<file path="src/rtl/crc_check.sv">
// crc_check: receive-side CRC-5 checker for 4-bit data codewords.
//
// It accepts a 9-bit codeword {data, crc} over a valid/ready handshake.
// It then shifts the codeword MSB first through a 5-bit LFSR, one bit per
// cycle, and presents the data, a pass flag and the final remainder until
// downstream takes them. Failed frames are counted by a saturating counter.
//
// Ports:
//   clk        rising-edge clock
//   reset      synchronous, active-high reset
//   in_valid   codeword present on data_in/crc_in
//   in_ready   block can accept a codeword (registered, high only in IDLE)
//   data_in    received data bits
//   crc_in     received CRC bits
//   out_valid  result available (registered, high only in DONE)
//   out_ready  downstream takes the result
//   data_out   data of the checked codeword
//   crc_ok     1 when the syndrome is zero
//   syndrome   final LFSR remainder
//   err_count  saturating count of failed frames delivered
module crc_check #(
  parameter logic [4:0] POLY  = 5'b00101,
  parameter int         ERR_W = 8
) (
  input  logic             clk,
  input  logic             reset,
  input  logic             in_valid,
  output logic             in_ready,
  input  logic [3:0]       data_in,
  input  logic [4:0]       crc_in,
  output logic             out_valid,
  input  logic             out_ready,
  output logic [3:0]       data_out,
  output logic             crc_ok,
  output logic [4:0]       syndrome,
  output logic [ERR_W-1:0] err_count
);

  typedef enum logic [1:0] {
    IDLE  = 2'd0,
    SHIFT = 2'd1,
    DONE  = 2'd2
  } state_e;

  state_e           state_q, state_d;
  logic [8:0]       frame_q, frame_d;
  logic [4:0]       r_q, r_d;
  logic [3:0]       cnt_q, cnt_d;
  logic [3:0]       data_q, data_d;
  logic             ok_q, ok_d;
  logic [4:0]       syn_q, syn_d;
  logic [ERR_W-1:0] err_q, err_d;
  logic             rdy_q, rdy_d;
  logic             vld_q, vld_d;

  // One LFSR step, fed with the frame MSB that is currently at the top of
  // the shift register.
  logic       fb;
  logic [4:0] r_step;
  assign fb     = r_q[4] ^ frame_q[8];
  assign r_step = {r_q[3:0], 1'b0} ^ (fb ? POLY : 5'b00000);

  localparam logic [ERR_W-1:0] ERR_ONE = {{(ERR_W-1){1'b0}}, 1'b1};
  localparam logic [ERR_W-1:0] ERR_MAX = {ERR_W{1'b1}};

  always_comb begin
    state_d = state_q;
    frame_d = frame_q;
    r_d     = r_q;
    cnt_d   = cnt_q;
    data_d  = data_q;
    ok_d    = ok_q;
    syn_d   = syn_q;
    err_d   = err_q;
    case (state_q)
      IDLE: begin
        if (in_valid && rdy_q) begin
          frame_d = {data_in, crc_in};
          r_d     = 5'b00000;
          cnt_d   = 4'd0;
          data_d  = data_in;
          state_d = SHIFT;
        end
      end
      SHIFT: begin
        r_d     = r_step;
        frame_d = {frame_q[7:0], 1'b0};
        cnt_d   = cnt_q + 4'd1;
        if (cnt_q == 4'd8) begin
          syn_d   = r_step;
          ok_d    = (r_step == 5'b00000);
          state_d = DONE;
        end
      end
      DONE: begin
        if (out_ready) begin
          state_d = IDLE;
          if (!ok_q && (err_q != ERR_MAX)) err_d = err_q + ERR_ONE;
        end
      end
      default: state_d = IDLE;
    endcase
    // The handshake flags are registered copies of the next state. This
    // lets in_ready fall on the accept edge itself.
    rdy_d = (state_d == IDLE);
    vld_d = (state_d == DONE);
  end

  always_ff @(posedge clk) begin
    if (reset) begin
      state_q <= IDLE;
      frame_q <= '0;
      r_q     <= '0;
      cnt_q   <= '0;
      data_q  <= '0;
      ok_q    <= 1'b0;
      syn_q   <= '0;
      err_q   <= '0;
      rdy_q   <= 1'b1;
      vld_q   <= 1'b0;
    end else begin
      state_q <= state_d;
      frame_q <= frame_d;
      r_q     <= r_d;
      cnt_q   <= cnt_d;
      data_q  <= data_d;
      ok_q    <= ok_d;
      syn_q   <= syn_d;
      err_q   <= err_d;
      rdy_q   <= rdy_d;
      vld_q   <= vld_d;
    end
  end

  assign in_ready  = rdy_q;
  assign out_valid = vld_q;
  assign data_out  = data_q;
  assign crc_ok    = ok_q;
  assign syndrome  = syn_q;
  assign err_count = err_q;

endmodule

</file>
<file path="config.mk">
export PLATFORM = sky130hd
export DESIGN_NAME = crc_check
export DESIGN_NICKNAME = d
export VERILOG_FILES = /design/src/rtl/crc_check.sv
export SDC_FILE = /design/constraint.sdc
export NUM_CORES = 1
export LEC_CHECK = 0
export CORE_ASPECT_RATIO = 1.4
export CORE_UTILIZATION = 57
export CTS_BUF_LIST = sky130_fd_sc_hd__clkbuf_8
export CTS_CLUSTER_SIZE = 14
export DETAILED_ROUTE_END_ITERATION = 8
export GPL_TIMING_DRIVEN = 0
export PLACE_DENSITY = 0.87
export SYNTH_ARGS = -nofsm -noshare
export SYNTH_HDL_FRONTEND = slang
export SYNTH_SLANG_ARGS = --single-unit
</file>
<file path="constraint.sdc">
create_clock -name clk -period 2.8 [get_ports clk]
set_clock_uncertainty 0.05 [all_clocks]
set_input_delay 0.56 -clock clk [delete_from_list [all_inputs] [get_ports clk]]
set_output_delay 0.56 -clock clk [all_outputs]
set_load 0.005 [all_outputs]
</file>
After elaboration in Yosys (flattened, before gate mapping). Index checks and enable logic that the tools add are counted.

$add $sub $neg: 2. Bitwise operators: 2. Muxes and demuxes: 11. Reductions and logical operators: 11. Equal/unequal tests: 6.

Operators with widths (number): case mux 9 bit (2 select lines) (1); case mux 5 bit (2 select lines) (1); two-way mux 9 bit (1); adder 8 x 1 -> 8 bit, second input constant (1); inequality test 8 bit, second input constant (1); case mux 4 bit (2 select lines) (1); two-way mux 2 bit (3); case mux 2 bit (3 select lines) (1); AND reduction 2 bit (3); logical NOT 5 bit (1); two-way mux 5 bit (1); bitwise XOR 5 x 3 -> 5 bit (1); adder 4 x 1 -> 4 bit, second input constant (1); equality test 2 bit, second input constant (2); equality test 4 bit, second input constant (1); logical NOT 2 bit (2); two-way mux 4 bit (1); two-way mux 3 bit (1); AND reduction 3 bit (1); equality test 2 x 1 -> 1 bit, second input constant (1); logical AND 1 bit (2); inequality test 2 bit, second input constant (1); nonzero test 2 bit (1); logical NOT 1 bit (1); bitwise XOR 1 bit (1).

Input bits: 13. Output and inout bits: 20. Bits in registers: 40.

Depth between registers and ports, before layout.
Depth in word-level cells: 4. Depth in mapped cells: 6. Depth with buffers taken out: 6.

Least setup slack after synthesis. No wires, ideal clock.

Path type: input -> register. From: input in_valid. To: register cnt_q[0]. Arrival: 1.247 ns. Setup slack: 1.378 ns. Setup time: 0.124 ns. Cell stages on the path: 5. Data required time: 2.626 ns. Cell sequence: nor4bb_1 -> clkbuf_1 -> nor2_1 -> a21oi_1 -> nor2_1.

Longest elaborated chain between the ends: 3.

Ends and longest elaborated chain: start, declared (RTL line 27) `input logic in_valid,`; logical AND 1 bit (RTL line 77) `if (in_valid && rdy_q) begin`; inequality test 2 bit (no source line); AND reduction 2 bit (no source line); end signal, assigned (RTL line 125) `cnt_q <= cnt_d;`; end, declared (RTL line 48) `logic [3:0] cnt_q, cnt_d;`.

No other way between the ends. A chain may end at the register's enable or synchronous reset.

Final worst setup path. Same ends and word-level chain as after synthesis.

==> results.tsv <==
stage	metric	value	unit
routing	via_per_inst	5.55	
placed_design	dpl.hpwl	2800	µm
sta	fmaxAchievable	530	MHz
die	ios	33	
cts	cts_sinks	40	
global_routing	gr-total-overflow	0	
layout	diodes	0	
die	start_util	61.7	%
sta	setup_viol	0	
sta	max_slew_margin	68.6	%
pwr	switching_share	24.4	%
routing	drtAntennaViolNets	0	
layout	fillers	205	
setup_path	cp.arrival	2.00	ns
synth	synthAdderAreaFrac	2.28	%
synth	synthCells	189	
setup_path	endpoint_kind	flip-flop	
setup_path	startpoint_type	input pin	
synth	synth.largest_area_cell	dfxtp_1	
synth	yosys.area_share.simple	27.0	%
hold_path	whs_endpoint	data_out[2]	
die	core_region_area	2670	µm²
sta	hold_violations	0	
sta	setup_tns	0	ns
setup_path	worst-r2r-setup-slack	1.22	ns
synth	synth_top_area_share	48.6	%
setup_path	cp_cell_sequence	clkdlybuf4s50_1, nor4bb_1, clkbuf_1, nor2_1, a21oi_1, nor2_1	
synth	ys_seq_area_share	48.6	%
sta	period_minus_slack	1.89	ns
synth	async_flop_share	0	%
layout	syn_to_final_growth	27.0	%
cts	post-cts-setup-buffers	0	
pwr	p_comb_share	11.4	%
pwr	pwr_density_cell	532	nW/µm²
layout	nets	243	
cts	clkLatencyLatePin	0.29	ns
job	drv_cap	0	
die	fp.dieH	65.6	µm
synth	syn_avg_cell_area	8.72	µm²
die	die_w	47.4	µm
die	fp-row-count	22	
synth	synth_nets	205	
pwr	internal_power	0.842	mW
global_routing	grt_start_max_net_pins	12	
sta	rsz0062_at_grt	false	
setup_path	critPathKind	input pin to flip-flop	
setup_path	r2r_cells	5	
hold_path	hold_path.class	flip-flop to flip-flop	
setup_path	slowest_stage	clkdlybuf4s50_1	
setup_path	critical_path_required	2.92	ns
routing	drt-initial-drc-count	45	
global_routing	grt_pass1_vias	1502	
synth	ys_types	37	
cts	cts_max_path_buffers	2	
setup_path	slowest_delay	0.47	ns
routing	first_pass_iters	4	
placed_design	io_buffers	31	
pwr	p_clk_share	34.0	%
cts	cts_buffers	5	
setup_path	critPathMostFrequentCell	nor2_1	
cts	cts_resized	0	
synth	yosys_most_used_dff	dfxtp_1	
sta	final_max_slew_viol_count	0	
cts	clockRootBuffer	clkbuf_8	
pwr	p_seq_share	54.7	%
cts	holdBufCountCts	0	
global_routing	grt_pass1_wl	6180	µm
synth	synth-seq-cells	40	
pwr	p_leak	0.768	nW
routing	via_count	1466	
pwr	max-vdd-ir-drop	0.417	mV
synth	synth_top_family_by_area	simple AND/OR/NAND/NOR gates	
die	die_area	3110	µm²
layout	finalCoreUtilization	78.4	%
global_routing	antenna_found_initial	0	
layout	drive_above_1_share	7.02	%
setup_path	crit_path_max_fanout	7	
sta	tightest_slew	0.471	ns
cts	cts_tree	yes	
pwr	switching_power	0.272	mW
synth	synth_compound_area_share	10.5	%
synth	synth_mux_area_share	3.11	%
placed_design	gp_congestion	0.775	
routing	wl_per_cell	14.4	µm
synth	synth.area.top_cells	dfxtp_1 (49%), nor2_1 (7.7%), nand2_1 (6.2%)	
synth	ys_warn_count	0	
synth	synth_edf_count	0	
cts	cts_max_level	2	
outcome	outcome	completed	
sta	fin_crit_sh	67.4	%
routing	wl	3810	µm
synth	synth-xor-area-share	4.78	%
hold_path	min_from	data_out[2]	
cts	clk_pin_slew	0.07	ns
routing	drc	0	
synth	syn-cell-area	1650	µm²
setup_path	regToRegEndpoint	cnt_q[0]	
hold_path	holdPathStages	2	
setup_path	r2r_start	state_q[0]	
global_routing	grtUsageTotal	28.0	%
[area by class of cell]
| class | instances | area, µm² | area share (%) |
|---|---|---|---|
| Buffer | 10 | 55.1 | 2.63 |
| Clock buffer | 6 | 82.6 | 3.95 |
| Inverter | 2 | 7.51 | 0.359 |
| Sequential cell | 40 | 801 | 38.3 |
| Multi-Input combinational cell | 137 | 785 | 37.5 |
| Timing Repair Buffer | 31 | 310 | 14.8 |
| Clock inverter | 2 | 7.51 | 0.359 |
| Tap cell | 36 | 45.0 | 2.15 |
[flip-flops by register name, indices dropped and copies added, names as in the netlist]
name       flops
frame_q        9
in_ready       1
syndrome       5
state_q        2
out_valid      1
cnt_q          4
r_q            5
err_count      8
data_out       4
crc_ok         1
[how the worst max path moves through the flow]
| stage | from | to | slack, ns | cells after the start |
|---|---|---|---|---|
| after floorplan | in_valid | cnt_q[0] | 1.38 | 5 |
| after global placement | in_valid | cnt_q[0] | 0.68 | 6 |
| after detailed placement | in_valid | cnt_q[0] | 0.61 | 6 |
| after CTS | in_valid | cnt_q[0] | 0.91 | 6 |
| after global routing | in_valid | cnt_q[0] | 0.80 | 6 |
| final | in_valid | cnt_q[0] | 0.91 | 6 |
[worst max-delay path: cells and delay by family]
family / cells / cell delay [ns]
buffers and inverters: 2 / 0.78
AO/OA/AOI/OAI: 1 / 0.19
AND/OR/NAND/NOR: 3 / 0.46
[cell usage in the layout, fill, tap and decap left out, types with 5 or more instances in the layout]
cell type        synthesis  layout
clkbuf_1                 5       5
clkbuf_8                 0       6
nand2_1                 27      27
nor2_1                  34      34
nand3_1                  9       9
dfxtp_1                 40      40
clkdlybuf4s50_1          0      31
a21oi_1                 15      15
nor4_1                   5       5
a31oi_1                  5       5
xor2_1                   6       6
[kinds of logic after synthesis]
group,count (synthesis)
muxes,5
xor gates and xnor gates,9
adders and majority gates,3
DFF,40
AOI/OAI and AO/OA,29
and+or+nand+nor,91
buffers and inverters,12
[cells in the mapped netlist, types with 2 or more instances]
master      n
mux2i_1     4
nand4_1     2
buf_4       3
nand3_1     9
nor4_1      5
xor2_1      6
nand3b_1    2
ha_1        3
dfxtp_1    40
clkbuf_1    5
nor2_1     34
inv_1       2
o2111ai_1   2
o21ai_0     2
nand2_1    27
a21oi_1    15
xnor2_1     3
o211ai_1    2
a31oi_1     5
[per-stage QoR]
stage	total power, mW	worst slack (ns)	cells	area (µm²)	hold WS [ns]
finish	1.11	0.914	264	2090	0.413
global route	1.15	0.796	264	2090	0.430
CTS	1.11	0.909	264	2090	0.415
detailed placement	0.746	0.609	256	2000	0.406
global placement	0.739	0.680	256	2000	0.391
floorplan	0.694	1.38	189	1650	0.398
[per-layer routing]
metal | global-route usage, % | up-vias | part of all wire, %
li1 | - | 725 | -
met1 | 28.0 | 689 | 38
met2 | 49.5 | 41 | 55
met3 | 7.97 | 11 | 4.5
met4 | 13.9 | 0 | 2.5
met5 | 0 | - | 0
[power by group through the flow]
stage                     combinational, mW  sequential [mW]  clock [mW]
after detailed placement              0.125            0.621           0
after CTS                             0.127            0.608       0.379
after floorplan                      0.0766            0.617           0
after global routing                  0.139            0.610       0.402
after global placement                0.120            0.619           0
final                                 0.127            0.609       0.378
No activity file was read; power rests on OpenSTA's default activity.
